`src/rtl/stopwatch100hz_pkg.sv`:
```
// Shared floppy peripheral constants for the 100 Hz stopwatch.
// Register addresses, status bit positions and prescaler helper.
package stopwatch100hz_pkg;

    localparam logic [1:0] REG_CNTLO  = 2'd0;
    localparam logic [1:0] REG_SNAPHI = 2'd1;
    localparam logic [1:0] REG_STATUS = 2'd2;

    localparam int ST_OVF  = 0;
    localparam int ST_RUN  = 1;
    localparam int ST_TICK = 7;

    localparam int PRE_W = 18;

    // Reload value giving one tick every f/100 clocks.
    function automatic logic [PRE_W-1:0] pre_of(int f);
        return PRE_W'(f / 100 - 1);
    endfunction

endpackage

```
`src/rtl/stopwatch100hz_if.sv`:
```
// CPU I/O bus for the stopwatch: addr/di/wren/rden in, registered q out.
// master = CPU side, slave = peripheral side.
interface stopwatch100hz_if;

    logic [1:0] addr;
    logic [7:0] di;
    logic       wren;
    logic       rden;
    logic [7:0] q;

    modport master (output addr, output di, output wren, output rden,
                    input q);
    modport slave  (input addr, input di, input wren, input rden,
                    output q);

endinterface

```
`src/rtl/stopwatch100hz_tick_prescaler.sv`:
```
// Reloadable 18-bit down-counter producing a one-cycle tick at zero.
// Ports: clk, reset_n (sync, active-low), en, reload, tick.
module tick_prescaler
    import stopwatch100hz_pkg::*;
#(
    parameter logic [PRE_W-1:0] PRE = 18'd239999
) (
    input  logic clk,
    input  logic reset_n,
    input  logic en,
    input  logic reload,
    output logic tick
);

    logic [PRE_W-1:0] cnt;

    // A reload in the same cycle swallows the tick.
    assign tick = en && !reload && (cnt == '0);

    always_ff @(posedge clk) begin
        if (!reset_n) begin
            cnt <= PRE;
        end else if (reload) begin
            cnt <= PRE;
        end else if (en) begin
            cnt <= (cnt == '0) ? PRE : cnt - 1'b1;
        end
    end

endmodule

```
`src/rtl/stopwatch100hz.sv`:
```
// Elapsed-time counter, 10 ms resolution, for the floppy CPU.
// Ports: clk, reset_n (sync, active-low), bus (addr/di/wren/rden/q).
module stopwatch100hz
    import stopwatch100hz_pkg::*;
#(
    parameter int MCLKFREQ = 24000000
) (
    input  logic                    clk,
    input  logic                    reset_n,
    stopwatch100hz_if.slave         bus
);

    localparam logic [PRE_W-1:0] PRE = pre_of(MCLKFREQ);

    logic [15:0] count;
    logic [7:0]  snap_hi;
    logic        run;
    logic        ovf;
    logic        tickf;
    logic        tick;
    logic [7:0]  status;

    logic wr_lo, wr_st;
    logic rd_lo, rd_hi, rd_st;
    logic wrap;
    logic unused_di;

    assign wr_lo = bus.wren && (bus.addr == REG_CNTLO);
    assign wr_st = bus.wren && (bus.addr == REG_STATUS);
    assign rd_lo = bus.rden && (bus.addr == REG_CNTLO);
    assign rd_hi = bus.rden && (bus.addr == REG_SNAPHI);
    assign rd_st = bus.rden && (bus.addr == REG_STATUS);
    assign wrap  = tick && (count == 16'hFFFF);

    assign unused_di = ^bus.di[7:2];

    tick_prescaler #(.PRE(PRE)) u_pre (
        .clk     (clk),
        .reset_n (reset_n),
        .en      (run),
        .reload  (wr_lo),
        .tick    (tick)
    );

    always_comb begin
        status          = '0;
        status[ST_TICK] = tickf;
        status[ST_RUN]  = run;
        status[ST_OVF]  = ovf;
    end

    always_ff @(posedge clk) begin
        if (!reset_n) begin
            count <= '0;
            ovf   <= 1'b0;
            tickf <= 1'b0;
            run   <= 1'b0;
        end else begin
            if (wr_lo) begin
                count <= '0;
                ovf   <= 1'b0;
                tickf <= 1'b0;
            end else begin
                if (tick)
                    count <= count + 16'd1;
                // Set beats clear for both sticky flags.
                if (wrap)
                    ovf <= 1'b1;
                else if (wr_st && bus.di[ST_OVF])
                    ovf <= 1'b0;
                if (tick)
                    tickf <= 1'b1;
                else if (rd_st)
                    tickf <= 1'b0;
            end
            if (wr_st)
                run <= bus.di[ST_RUN];
        end
    end

    // Reading the low byte freezes the high byte for a later read.
    always_ff @(posedge clk) begin
        if (!reset_n) begin
            snap_hi <= '0;
            bus.q   <= '0;
        end else begin
            if (rd_lo)
                snap_hi <= count[15:8];
            unique case (1'b1)
                rd_lo:   bus.q <= count[7:0];
                rd_hi:   bus.q <= snap_hi;
                rd_st:   bus.q <= status;
                default: if (bus.rden) bus.q <= 8'h00;
            endcase
        end
    end

endmodule

```
`src/flat_wrapper.sv`:
```
// flat-port wrapper written by rule: the top's interface ports become plain ports
module stopwatch100hz_flat import stopwatch100hz_pkg::*;
#(
    parameter int MCLKFREQ = 24000000
)
  (clk, reset_n, bus_addr, bus_di, bus_wren, bus_rden, bus_q);
  stopwatch100hz_if bus_i ();
  input  logic clk;
  input  logic reset_n;
  input wire logic [$bits(bus_i.addr)-1:0] bus_addr;
  input wire logic [$bits(bus_i.di)-1:0] bus_di;
  input wire logic [$bits(bus_i.wren)-1:0] bus_wren;
  input wire logic [$bits(bus_i.rden)-1:0] bus_rden;
  output wire logic [$bits(bus_i.q)-1:0] bus_q;
  assign bus_i.addr = bus_addr;
  assign bus_i.di = bus_di;
  assign bus_i.wren = bus_wren;
  assign bus_i.rden = bus_rden;
  assign bus_q = bus_i.q;
  stopwatch100hz #(.MCLKFREQ(MCLKFREQ)) u_core (.clk(clk), .reset_n(reset_n), .bus(bus_i));
endmodule
```
`config.mk`:
```
export PLATFORM = sky130hd
export DESIGN_NAME = stopwatch100hz_flat
export DESIGN_NICKNAME = d
export VERILOG_FILES = /design/src/rtl/stopwatch100hz_pkg.sv /design/src/rtl/stopwatch100hz_if.sv /design/src/rtl/stopwatch100hz_tick_prescaler.sv /design/src/rtl/stopwatch100hz.sv /design/src/flat_wrapper.sv
export SDC_FILE = /design/constraint.sdc
export NUM_CORES = 1
export LEC_CHECK = 0
export ABC_AREA = 1
export CAP_MARGIN = 20
export CORE_MARGIN = 10
export CORE_UTILIZATION = 35
export CTS_BUF_LIST = sky130_fd_sc_hd__clkbuf_16
export CTS_CLUSTER_DIAMETER = 80
export DETAILED_ROUTE_END_ITERATION = 16
export PLACE_DENSITY_LB_ADDON = 0.1
export RECOVER_POWER = 100
export SLEW_MARGIN = 20
export SYNTH_ARGS = -nofsm -noshare
export SYNTH_HDL_FRONTEND = slang
export SYNTH_SLANG_ARGS = --single-unit
```
`constraint.sdc`:
```
create_clock -name clk -period 1.42 [get_ports clk]
set_clock_uncertainty 0.05 [all_clocks]
set_input_delay 0.355 -clock clk [delete_from_list [all_inputs] [get_ports clk]]
set_output_delay 0.355 -clock clk [all_outputs]
set_load 0.005 [all_outputs]
```
==> run summary <==
Timing analysis after detailed placement gives a worst setup slack of -371 ps. The total grt overflow is 0. In this run the critical register-to-register path is launched from u_core.u_pre.cnt[0].

The part of the total power dissipated in combinational logic is 6.9%. The register share of total power came out at 50.7%. The number of standard cells in the layout, taps in and fillers out is 577. The global-route wire length before repair came out at 11800 um. The worst path uses 111% of the clock period. In this run the critical register-to-register path is captured at u_core.count[0]. The count of boundary I/O pins came out at 22. The total cell area at the placement stage is 3360 um2. The residual antenna-violating net count after detailed routing came out at 0. The highest attainable clock frequency came out at 0.633 GHz. The total internal power came out at 0.00226 W.

The sequential element share of the synthesized area came out at 40.0%. Counting every sink on the clock net gives 53. The overall die area is 11500 um2.

Summing every instance area after synthesis gives 2650 um2. The endpoint arrival time on the critical path is 1710 ps. The root buffer cell chosen for the clock tree is clkbuf_16. The total wire length after detailed routing is 7040 um.

The total count of max-transition violations in the final report is 0. The number of buffers added to fix hold violations after cts came out at 0. The path class of the tightest hold or removal check is reg2reg.

The number of input and output port buffers inserted is 15. The initial detailed-routing violation count came out at 104. The total of warnings raised by yosys is 0.

The number of placement rows came out at 31. The final weighted congestion in routability-driven placement came out at 0.839. The number of global-route vias before repair came out at 2473. The net count after synthesis is 406.

Data on the critical path is required at its endpoint by 1550 ps. For the pin with the worst max-slew slack, the measured transition is 291 ps. In this run the register-to-register setup slack is -160 ps. The total of fill cells in the finished design is 759. In the final routed layout, each cell accounts on average for 12.2 um. The HPWL after detailed placement is 5330 um. The minimum period implied by the final worst setup slack is 1580 ps.

The total iterations of the first detailed-routing run is 4. The tightest slew margin relative to the limit is 80.6%. The total setup violations reported at the end of the flow is 23. The final route contains 2608 vias. TritonCTS built the clock tree. The average cell area after synthesis came out at 6.80 um2. The worst setup path is captured at a flop. The post-CTS clock slew at the launch and capture registers of the worst setup and hold paths came out at 70 ps. In the final design database the tool counted 493 nets.

The share of cells above drive strength 1 is 30.3%. The clock group share of total power came out at 42.4%. In this run the worst path has a maximum fanout of 7. The final hold violation count is 0. The flow ran to the end, but the final reports show violations. Counting cells, the worst reg-to-reg path comes to 11. Clock latency on the worst-skew pair, taken at its later pin, is 300 ps. Across the run, the number of max-cap violations was 0. The number of clock buffers added by TritonCTS is 5.

The antenna cell count is 0. The maximum VDD drop is 489 uV. The number of instances in the placed design came out at 557. STA classifies the critical path startpoint as a flop.

For this design the ratio of total power to cell area is 781 nW/um2. The library cell used most frequently in the layout, excluding fill and tap cells, is nand2_1. The die width came out at 107 um. The net switching share of the total power is 24.1%. The largest net degree at the start of global routing is 19. No sink is reached through more buffers than the 2 on the longest clock path. The number of distinct library cells after synthesis came out at 30. The checks that failed: negative setup slack. The die boundary height is 107 um.

The beginning of the worst hold path is u_core.snap_hi[3]. The core area came out at 7290 um2. The combined global-route utilization of all metal layers came out at 12.5%.

Relative to the synthesized area, the layout overhead comes to 43.9%. The ratio of routed vias to standard cells came out at 4.52. The smallest setup slack after layout is -159 ps. The worst hold path terminates at u_core.snap_hi[3].

The critical path is of the reg2reg type. The number of antenna violations at the first check in global routing is 0. The switching power total is 0.000718 W. The number of stages on the worst hold path is 2. The leakage power is 1.67 nW. The top cell types in the final layout, fill and taps aside, are 99 x nand2_1, 57 x buf_4, 47 x inv_1. After routing the design area is 3820 um2. In this run the number of H-tree levels came out at 2. Setup repair after global routing could not meet its margin everywhere. The effective utilization at floorplan is 36.4%. The post-synthesis instance total is 390.

The DRC violation count after routing is 0. The number of synthesized register bits came out at 53.
==> worst max-delay path by stage <==
stage / to / cells after the start / start
2_1_floorplan: u_core.count[0] / 11 / u_core.u_pre.cnt[0]
3_3_place_gp: u_core.count[14] / 8 / bus_addr[1]
3_5_place_dp: u_core.count[14] / 8 / bus_addr[1]
4_1_cts: u_core.u_pre.cnt[14] / 10 / u_core.u_pre.cnt[0]
5_1_grt: u_core.u_pre.cnt[12] / 10 / u_core.u_pre.cnt[0]
6_report: u_core.count[0] / 11 / u_core.u_pre.cnt[0]
==> cell type report <==
type / instances / area, um2 / share of cell area (%)
Sequential cell: 53 / 1070 / 28.0
Multi-Input combinational cell: 279 / 1550 / 40.7
Tap cell: 99 / 124 / 3.25
Timing Repair inverter: 1 / 5.00 / 0.131
Clock inverter: 3 / 25.0 / 0.656
Clock buffer: 5 / 125 / 3.28
Inverter: 54 / 214 / 5.61
Timing Repair Buffer: 83 / 699 / 18.3
==> cell families after synthesis <==
group           Yosys count  share of synthesized area, %
flops                    53                          40.0
simple gates            213                          35.6
fa+ha+maj                 2                         0.943
buf+inv                  58                          8.68
xor+xnor                 10                          3.30
compound gates           54                          11.5
==> cell usage after synthesis <==
cell | n | area share (%)
a21oi_1 | 23 | 4.3
a21oi_2 | 1 | 0.33
a41oi_1 | 3 | 0.99
and2_1 | 1 | 0.24
buf_2 | 2 | 0.38
buf_6 | 1 | 0.42
clkbuf_1 | 1 | 0.14
clkinv_1 | 2 | 0.28
dfxtp_1 | 53 | 40
ha_1 | 2 | 0.94
inv_1 | 50 | 7.1
inv_2 | 1 | 0.14
inv_4 | 1 | 0.24
nand2_1 | 108 | 15
nand2_2 | 6 | 1.4
nand2_4 | 2 | 0.85
nand3_1 | 23 | 4.3
nand3_2 | 2 | 0.75
nand4_1 | 3 | 0.71
nand4_2 | 1 | 0.47
nor2_1 | 53 | 7.5
nor2_2 | 5 | 1.2
nor2_4 | 5 | 2.1
nor3_1 | 4 | 0.75
o211ai_1 | 3 | 0.85
o21ai_0 | 17 | 3.2
o21ai_1 | 4 | 0.75
o221ai_1 | 3 | 0.99
xnor2_1 | 4 | 1.3
xor2_1 | 6 | 2.0
==> state kept, by name, indices dropped and copies added, names as in the netlist <==
name	count
u_core.bus.q	8
u_core.count	16
u_core.ovf	1
u_core.run	1
u_core.snap_hi	8
u_core.tickf	1
u_core.u_pre.cnt	18
==> through the flow <==
| step | TNS [ps] | total power (W) | hold slack, ps | util [%] |
|---|---|---|---|---|
| CTS | -1110 | 0.00300 | 406 | 49.2 |
| detailed placement | -14690 | 0.00173 | 396 | 46.1 |
| finish | -1840 | 0.00298 | 406 | 52.3 |
| floorplan | 0 | 0.00163 | 379 | - |
| global route | -5320 | 0.00309 | 425 | 52.3 |
| global placement | -12990 | 0.00173 | 391 | 46.1 |
==> power by group through the flow <==
stage	clock network [W]	registers (W)	logic, W
final	0.00126	0.00151	0.000206
after global routing	0.00135	0.00151	0.000231
after CTS	0.00129	0.00151	0.000195
after detailed placement	0	0.00155	0.000188
after global placement	0	0.00155	0.000187
after floorplan	0	0.00155	0.0000899
==> layer usage <==
metal  GRT usage (%)  up-vias  routed length, um
li1                -     1407                  -
met1            17.4     1167               3650
met2            18.9       26               3090
met3            2.40        8                210
met4            3.77        0                 83
met5               0        -                  0
==> worst max-delay path, stage by stage, from the launching register on <==
cell,delay (ps)
dfxtp_2,330
inv_2,60
ha_4,150
nand2_4,60
nor2_4,120
nand2_2,90
nor2_4,150
nand2_4,110
nand2_8,120
o21ai_1,70
o21ai_1,90
inv_1,60
==> timing repair <==
item	in CTS	in global routing
setup endpoints to repair	39	40
endpoints found under the hold margin	0	0
gates cloned	0	1
resized for setup	26	53
pin swaps	11	20
setup buffers	4	7
(Power assumes the default switching activity.)
